[src/rtl/complex_accum_pkg.sv]
// rtl/complex_accum_pkg.sv - shared defaults, state encoding and guard-width helper for complex_accum
package complex_accum_pkg;

    localparam int QI_DEFAULT = 4;
    localparam int QF_DEFAULT = 4;
    localparam int N_DEFAULT  = 8;

    typedef logic [1:0] state_t;

    localparam state_t ST_IDLE  = 2'd0;
    localparam state_t ST_ACCUM = 2'd1;
    localparam state_t ST_HOLD  = 2'd2;

    // Extra integer bits needed so a sum of n samples can never wrap.
    function automatic int guard_bits(input int n);
        return (n < 2) ? 1 : $clog2(n);
    endfunction

endpackage

[src/rtl/complex_accum_sat.sv]
// rtl/complex_accum_sat.sv - per-component output range stage; clamps when COMPLEX_ACCUM_SAT_EN is defined, wraps otherwise
module complex_accum_sat #(
    parameter int W_ACC = 10,
    parameter int W_OUT = 8
) (
    input  logic signed [W_ACC-1:0] acc,
    output logic signed [W_OUT-1:0] value,
    output logic                    ovf
);

`ifdef COMPLEX_ACCUM_SAT_EN
    logic [W_ACC-W_OUT:0] hi;
    logic                 in_range;

    // The value fits only when every bit above the output sign bit copies it.
    assign hi       = acc[W_ACC-1:W_OUT-1];
    assign in_range = (&hi) | ~(|hi);
    assign ovf      = ~in_range;

    always_comb begin
        value = acc[W_OUT-1:0];
        if (!in_range) begin
            value = acc[W_ACC-1] ? {1'b1, {(W_OUT-1){1'b0}}}
                                 : {1'b0, {(W_OUT-1){1'b1}}};
        end
    end
`else
    logic unused_hi;

    assign unused_hi = ^acc[W_ACC-1:W_OUT];
    assign value     = acc[W_OUT-1:0];
    assign ovf       = 1'b0;
`endif

endmodule

[src/rtl/complex_accum.sv]
// rtl/complex_accum.sv - block accumulator for complex products; output range mode set by COMPLEX_ACCUM_SAT_EN
module complex_accum
    import complex_accum_pkg::*;
#(
    parameter int QI = QI_DEFAULT,
    parameter int QF = QF_DEFAULT,
    parameter int N  = N_DEFAULT
) (
    input  logic                       clk,
    input  logic                       rst,
    input  logic                       in_valid,
    output logic                       in_ready,
    input  logic signed [QI+QF-1:0]    in_Re,
    input  logic signed [QI+QF-1:0]    in_Im,
    input  logic                       in_ovf_mult,
    input  logic                       in_ovf_add_sub,
    input  logic                       in_last,
    output logic                       out_valid,
    input  logic                       out_ready,
    output logic signed [QI+QF-1:0]    out_Re,
    output logic signed [QI+QF-1:0]    out_Im,
    output logic [$clog2(N+1)-1:0]     out_count,
    output logic                       out_ovf
);

    localparam int W  = QI + QF;
    localparam int G  = guard_bits(N);
    localparam int WA = W + G;
    localparam int CW = $clog2(N + 1);

    state_t               state;
    logic signed [WA-1:0] acc_re;
    logic signed [WA-1:0] acc_im;
    logic [CW-1:0]        count;
    logic                 sticky;

    logic                 accept;
    logic                 release_hold;
    logic                 close;
    logic [CW-1:0]        count_next;
    logic signed [WA-1:0] in_re_x;
    logic signed [WA-1:0] in_im_x;

    logic signed [W-1:0]  sat_re;
    logic signed [W-1:0]  sat_im;
    logic                 sat_ovf_re;
    logic                 sat_ovf_im;

    assign in_ready     = (state != ST_HOLD);
    assign out_valid    = (state == ST_HOLD);
    assign accept       = in_valid && in_ready;
    assign release_hold = out_valid && out_ready;

    assign in_re_x = {{G{in_Re[W-1]}}, in_Re};
    assign in_im_x = {{G{in_Im[W-1]}}, in_Im};

    assign count_next = (state == ST_IDLE) ? CW'(1) : count + CW'(1);
    assign close      = in_last || (count_next == CW'(N));

    always_ff @(posedge clk) begin
        if (rst) begin
            state  <= ST_IDLE;
            acc_re <= '0;
            acc_im <= '0;
            count  <= '0;
            sticky <= 1'b0;
        end else if (accept) begin
            // The first beat of a block loads so no separate clear cycle is needed.
            if (state == ST_IDLE) begin
                acc_re <= in_re_x;
                acc_im <= in_im_x;
                sticky <= in_ovf_mult | in_ovf_add_sub;
            end else begin
                acc_re <= acc_re + in_re_x;
                acc_im <= acc_im + in_im_x;
                sticky <= sticky | in_ovf_mult | in_ovf_add_sub;
            end
            count <= count_next;
            state <= close ? ST_HOLD : ST_ACCUM;
        end else if (release_hold) begin
            state  <= ST_IDLE;
            acc_re <= '0;
            acc_im <= '0;
            count  <= '0;
            sticky <= 1'b0;
        end
    end

    complex_accum_sat #(
        .W_ACC (WA),
        .W_OUT (W)
    ) u_sat_re (
        .acc   (acc_re),
        .value (sat_re),
        .ovf   (sat_ovf_re)
    );

    complex_accum_sat #(
        .W_ACC (WA),
        .W_OUT (W)
    ) u_sat_im (
        .acc   (acc_im),
        .value (sat_im),
        .ovf   (sat_ovf_im)
    );

    assign out_Re    = out_valid ? sat_re : '0;
    assign out_Im    = out_valid ? sat_im : '0;
    assign out_count = out_valid ? count  : '0;
    assign out_ovf   = out_valid ? (sticky | sat_ovf_re | sat_ovf_im) : 1'b0;

endmodule

[config.mk]
export PLATFORM = sky130hd
export DESIGN_NAME = complex_accum
export DESIGN_NICKNAME = d
export VERILOG_FILES = /design/src/rtl/complex_accum_pkg.sv /design/src/rtl/complex_accum_sat.sv /design/src/rtl/complex_accum.sv
export SDC_FILE = /design/constraint.sdc
export NUM_CORES = 1
export LEC_CHECK = 0
export BUFFER_PORTS_ARGS = -buffer_cell sky130_fd_sc_hd__buf_2
export CAP_MARGIN = 20
export CELL_PAD_IN_SITES_DETAIL_PLACEMENT = 0
export CELL_PAD_IN_SITES_GLOBAL_PLACEMENT = 1
export CORE_MARGIN = 5
export CORE_UTILIZATION = 35
export DETAILED_ROUTE_END_ITERATION = 16
export GPL_TIMING_DRIVEN = 0
export PLACE_DENSITY_LB_ADDON = 0.08
export REMOVE_ABC_BUFFERS = 1
export SKIP_CTS_REPAIR_TIMING = 1
export SYNTH_ARGS = -nofsm -noshare
export SYNTH_HDL_FRONTEND = slang
export SYNTH_SLANG_ARGS = --single-unit
[constraint.sdc]
create_clock -name clk -period 2.65 [get_ports clk]
set_clock_uncertainty 0.1 [all_clocks]
set_input_delay 0.3975 -clock clk [delete_from_list [all_inputs] [get_ports clk]]
set_output_delay 0.3975 -clock clk [all_outputs]
set_load 0.01 [all_outputs]
==> results of run 1 <==
[final cells by class]
class / instances / share of cell area
multi-input cells: 201 / 0.619
flip-flops and latches: 23 / 0.199
repair buffers: 47 / 0.110
well taps: 72 / 0.0389
clock buffers: 4 / 0.0195
inverters: 8 / 0.0130
[report_power, final]
part	switching [W]	internal, W	total [W]
Clock	0.000130	0.000108	0.000238
Combinational	0.000178	0.000139	0.000317
Sequential	0.0000326	0.000372	0.000405
Total	0.000340	0.000619	0.000959
[layer usage]
layer  share of wire  wire length [um]
met3           0.031               170
met2            0.48              2620
met1            0.49              2670
met4          0.0053                29
met5               0                 0
[critical path, delay by kind of cell (launching register included)]
family / cells / cell delay [ns]
AND/OR/NAND/NOR: 1 / 0.14
buffers and inverters: 2 / 0.55
AO/OA/AOI/OAI: 2 / 0.36
flip-flops: 1 / 0.72
multiplexers: 1 / 0.46
[cells by family after synthesis]
logic type	after synthesis	share of synthesized area
simple gates	96	0.268
compound gates	79	0.290
buf+inv	24	0.0541
flops	23	0.232
fa+ha+maj	17	0.115
xor+xnor	6	0.0264
mux	3	0.0151
[flip-flops by register name, summed over array words and instances (netlist names)]
signal	count
sticky	1
count	4
acc_im	8
state	2
acc_re	8
[synth_stat cells (all sizes together) (5+ instances only)]
library cell	number	share of area
dfxtp	23	0.23
a22oi	7	0.026
a21oi	14	0.039
nor4b	5	0.028
and2	21	0.066
nor2b	9	0.028
ha	15	0.094
xor2	6	0.026
nor2	26	0.049
clkbuf	7	0.014
nor3	10	0.025
nand2	15	0.030
o21a	5	0.019
buf	9	0.025
inv	8	0.015
o21ai	14	0.037
[metrics by stage]
step	cells	setup slack, ns	instance area (um^2)
finish	355	0.196	2310
global route	355	0.00176	2310
CTS	355	0.0288	2310
detailed placement	351	0.0576	2260
global placement	349	-0.937	2220
floorplan	232	0.143	1910
[how the worst min path moves through the flow]
stage,endpoint,slack (ns),depth (start not counted)
5_1_grt,state[0]$_SDFFE_PP0P_,0.24,2
4_1_cts,state[0]$_SDFFE_PP0P_,0.22,2
3_5_place_dp,sticky$_SDFFE_PP0P_,0.38,2
2_1_floorplan,sticky$_SDFFE_PP0P_,0.34,2
6_report,state[0]$_SDFFE_PP0P_,0.23,2
3_3_place_gp,sticky$_SDFFE_PP0P_,0.38,2
==> summary.txt, run 1 <==
Run status
  • Status: finished clean

STA
  • Hold Fails Final Rpt: 0
  • Setup TNS: 0 ns
  • Max_slew headroom: 0.592
  • RSZ-0062 raised after global routing: false
  • F_max: 0.407 GHz
  • Final setup violation count: 0
  • Slew Viols, Final: 0
  • Crit path time final: 2.45 ns
  • Minimum hold slack: 0.232 ns
  • Worst-Margin Slew: 0.610 ns
  • Final period util: 0.926

Final layout
  • Finished Core Util: 0.420
  • Multi-input logic area: 1430 um^2
  • Seq. cell area: 460 um^2
  • Area growth, synth to finish: 16.5%
  • Fillcell total: 612
  • Commonest non-fill, non-tap cells in the layout: 45 x buf_2, 25 x nor2_1, 23 x dfxtp_1, 20 x and2_1, 15 x ha_1
  • Ant diodes: 0
  • Most common cell after layout, fill and taps aside: buf_2
  • Fraction of layout cells with a size suffix above 1: 0.226
  • Nets@finish: 324

Global route
  • Gr busiest metal: met2
  • Grt ovf: 0
  • GRT Total Usage: 0.156
  • First-pass GRT wire length: 9.29 mm
  • Vias in the first global route: 1895
  • Global routing usage on met3: 0.0301
  • Pin count of the biggest net entering global routing: 28
  • Met2 Resource Use GR: 0.274
  • Met1 Use GR: 0.203
  • Initial antenna violation count: 0

Worst setup path
  • R2R Path End: acc_im[5]$_SDFFE_PP0P_
  • Arr. time, crit path: 2.53 ns
  • Critical path launch point type: flip-flop
  • Critical path endpoint: acc_im[5]$_SDFFE_PP0P_
  • CP Max Fanout: 22
  • Slowest CP cell: dfxtp_1
  • R2R setup slack: 0.20 ns
  • Critical path endpoint category: flip-flop
  • Slowest Stage Delay on Critical Path: 0.72 ns
  • CP Cell Sequence: nand2b_4, inv_2, mux2i_4, buf_8, a21oi_2, a2111oi_2
  • Critical Path RT: 2.72 ns
  • Crit path from: state[1]$_SDFFE_PP0P_
  • Number of cells on the worst reg-to-reg path: 6
  • Worst r2r src: state[1]$_SDFFE_PP0P_
  • Crit Path Category: flip-flop to flip-flop

Clocking
  • Worst-case clock buffer depth: 2
  • Worst-Skew Late Latency: 0.27 ns
  • H-tree Lvls: 1
  • Clock root buffer: clkbuf_8
  • Clock sink total: 23
  • Cts bufs inserted: 3
  • CTS tree: built
  • Worst-path clk slew: 0.09 ns

Yosys
  • Most common flop cell mapped by yosys: dfxtp_1
  • Async S/R FF share, synth: 0
  • Synthesized instance count: 248
  • Distinct cells, synth: 51
  • Syn_area_per_cell: 8.01 um^2
  • Ys Warns: 0
  • Sequential area share after synthesis: 0.232
  • Syn Std Cell Area: 1990 um^2
  • Flip-flop and latch count after synthesis: 23
  • EDFF count, synth: 0

Power
  • Highest ir drop seen on vdd: 0.000264 V
  • Power Dens Cells: 414 nW/um^2
  • Power, Total: 0.000959 W
  • Lkg Pwr: 1.05 nW

Drt
  • Final ANT Viol Nets: 0
  • DRC violations left: 0
  • Vias per cell: 5.29
  • Via count: 1879
  • Drt pass-1 iters: 4
  • DRT Wirelength: 5.49 mm
  • DR WL/cell: 15.5 um
  • DRT iter0 DRCs: 75

Placed design
  • IO buf count: 45
  • GP Congestion: 0.752
  • Post-DP HPWL: 3.85 mm

Die
  • Die height: 85.3 um
  • Core area: 5510 um^2
  • Num ports: 46
  • Row Count: 27
  • Die area: 7280 um^2
  • Die width: 85.3 um
  • Starting density of the core: 0.361

Run
  • Max-Cap Viols: 0

Hold path
  • Hold crit path type: input port to flip-flop
  • Hold_sp: in_last
(Power assumes the default switching activity.)
==> run 2, diff against run 1 <==
--- a/config.mk
+++ b/config.mk
@@ -13,7 +13,7 @@
 export CORE_UTILIZATION = 35
 export DETAILED_ROUTE_END_ITERATION = 16
 export GPL_TIMING_DRIVEN = 0
-export PLACE_DENSITY_LB_ADDON = 0.08
+export PLACE_DENSITY = 0.74
 export REMOVE_ABC_BUFFERS = 1
 export SKIP_CTS_REPAIR_TIMING = 1
 export SYNTH_ARGS = -nofsm -noshare
==> summary.txt, run 2 (synthesis results as in run 1) <==
STA
  • Max_slew headroom: 0.598
  • Worst Slack Setup Final: 0.241 ns
  • RSZ-0062 raised after global routing: false
  • F_max: 0.415 GHz
  • Minimum hold slack: 0.238 ns
  • Hold Fails Final Rpt: 0
  • Setup TNS: 0 ns
  • Final setup violation count: 0
  • Slew Viols, Final: 0
  • Worst-Margin Slew: 0.603 ns
  • Final period util: 0.909
  • Crit path time final: 2.41 ns

Final layout
  • Multi-input logic area: 1430 um^2
  • Finished Core Util: 0.419
  • Layout Cells excl Fill: 355
  • Most common cell after layout, fill and taps aside: buf_2
  • Commonest non-fill, non-tap cells in the layout: 45 x buf_2, 25 x nor2_1, 22 x dfxtp_1, 20 x and2_1, 15 x ha_1
  • Area growth, synth to finish: 16.2%
  • Seq. cell area: 462 um^2
  • Fraction of layout cells with a size suffix above 1: 0.233
  • Fillcell total: 577
  • Ant diodes: 0
  • Top Registers: acc_im x8, acc_re x8, count x4
  • Nets@finish: 324

Clocking
  • Clock root buffer: clkbuf_8
  • Worst-case clock buffer depth: 2
  • Worst-Skew Late Latency: 0.27 ns
  • H-tree Lvls: 1
  • Clock sink total: 23
  • Worst-path clk slew: 0.10 ns
  • CTS tree: built
  • Cts bufs inserted: 3

Power
  • Comb pwr share: 0.326
  • Reg power frac: 0.422
  • Highest ir drop seen on vdd: 0.000199 V
  • Int Power: 0.000616 W
  • Switching Share: 0.359
  • Lkg Pwr: 1.05 nW
  • Clk pwr share: 0.252
  • Power Dens Cells: 416 nW/um^2
  • Net load switching power: 0.000345 W

Worst setup path
  • Crit Path Category: flip-flop to flip-flop
  • Slowest Stage Delay on Critical Path: 0.65 ns
  • Slowest CP cell: dfxtp_1
  • Critical Path RT: 2.73 ns
  • CP Cell Sequence: nand2b_4, inv_2, mux2i_2, buf_8, a21oi_2, a2111oi_2
  • Critical path launch point type: flip-flop
  • Critical path endpoint category: flip-flop
  • CP Max Fanout: 22
  • Arr. time, crit path: 2.49 ns

Global route
  • Vias in the first global route: 1882
  • Initial antenna violation count: 0
  • Pin count of the biggest net entering global routing: 28
  • Grt ovf: 0
  • GRT Total Usage: 0.149
  • First-pass GRT wire length: 9.02 mm

Drt
  • Final ANT Viol Nets: 0
  • Vias per cell: 5.33
  • DRT Wirelength: 5.44 mm
  • DRT iter0 DRCs: 95
  • Drt pass-1 iters: 4
  • DR WL/cell: 15.3 um
  • Via count: 1892
  • DRC violations left: 0

Die
  • Die area: 7280 um^2
  • Core area: 5510 um^2
  • Row Count: 27
  • Die width: 85.3 um
  • Starting density of the core: 0.361
  • Die height: 85.3 um
  • Num ports: 46

Run status
  • Status: finished clean

Run
  • Max-Cap Viols: 0

Placed design
  • Post-DP HPWL: 3.87 mm
  • GP Congestion: 0.734
  • Placed Cells: 351
  • Dpl ws: 0.156 ns
  • IO buf count: 45

Hold path
  • Hold crit path type: input port to flip-flop
run 2: worst paths after layout:
check	depth (start not counted)	start	slack [ns]	endpoint
max	6	state[0]$_SDFFE_PP0P_	0.24	acc_re[5]$_SDFFE_PP0P_
min	2	in_last	0.24	state[0]$_SDFFE_PP0P_
min reg2reg	2	sticky$_SDFFE_PP0P_	0.40	sticky$_SDFFE_PP0P_
max reg2reg	6	state[0]$_SDFFE_PP0P_	0.24	acc_re[5]$_SDFFE_PP0P_
run 2: stage by stage:
stage	area, um^2	power [W]
final	2310	0.000961
after global routing	2310	0.00102
after CTS	2310	0.000964
after detailed placement	2260	0.000727
after global placement	2220	0.000712
after floorplan	1910	0.000618
run 2: power by group through the flow:
stage / Sequential (W) / Combinational [W] / Clock (W)
after floorplan: 0.000402 / 0.000216 / 0
after global placement: 0.000411 / 0.000301 / 0
after detailed placement: 0.000412 / 0.000315 / 0
after CTS: 0.000404 / 0.000316 / 0.000243
after global routing: 0.000410 / 0.000349 / 0.000260
final: 0.000405 / 0.000314 / 0.000242
run 2: layer usage:
metal / track usage / routed length (um)
met1: 0.204 / 2650
met2: 0.246 / 2570
met3: 0.0194 / 177
met4: 0.0403 / 37
met5: 0 / 0
run 2: cell type report:
type	count	share of cell area
clock buffer	3	0.0179
multi-input combinational	201	0.617
timing repair buffer	47	0.111
clock inverter	1	0.00217
sequential	23	0.200
inverter	8	0.0130
tap	72	0.0390
run 2: worst max-delay path: cells and delay by family, from the launching register on:
family / cells / cell delay [ns]
AND/OR/NAND/NOR: 1 / 0.27
flip-flops: 1 / 0.65
buffers and inverters: 2 / 0.42
AO/OA/AOI/OAI: 2 / 0.36
multiplexers: 1 / 0.51
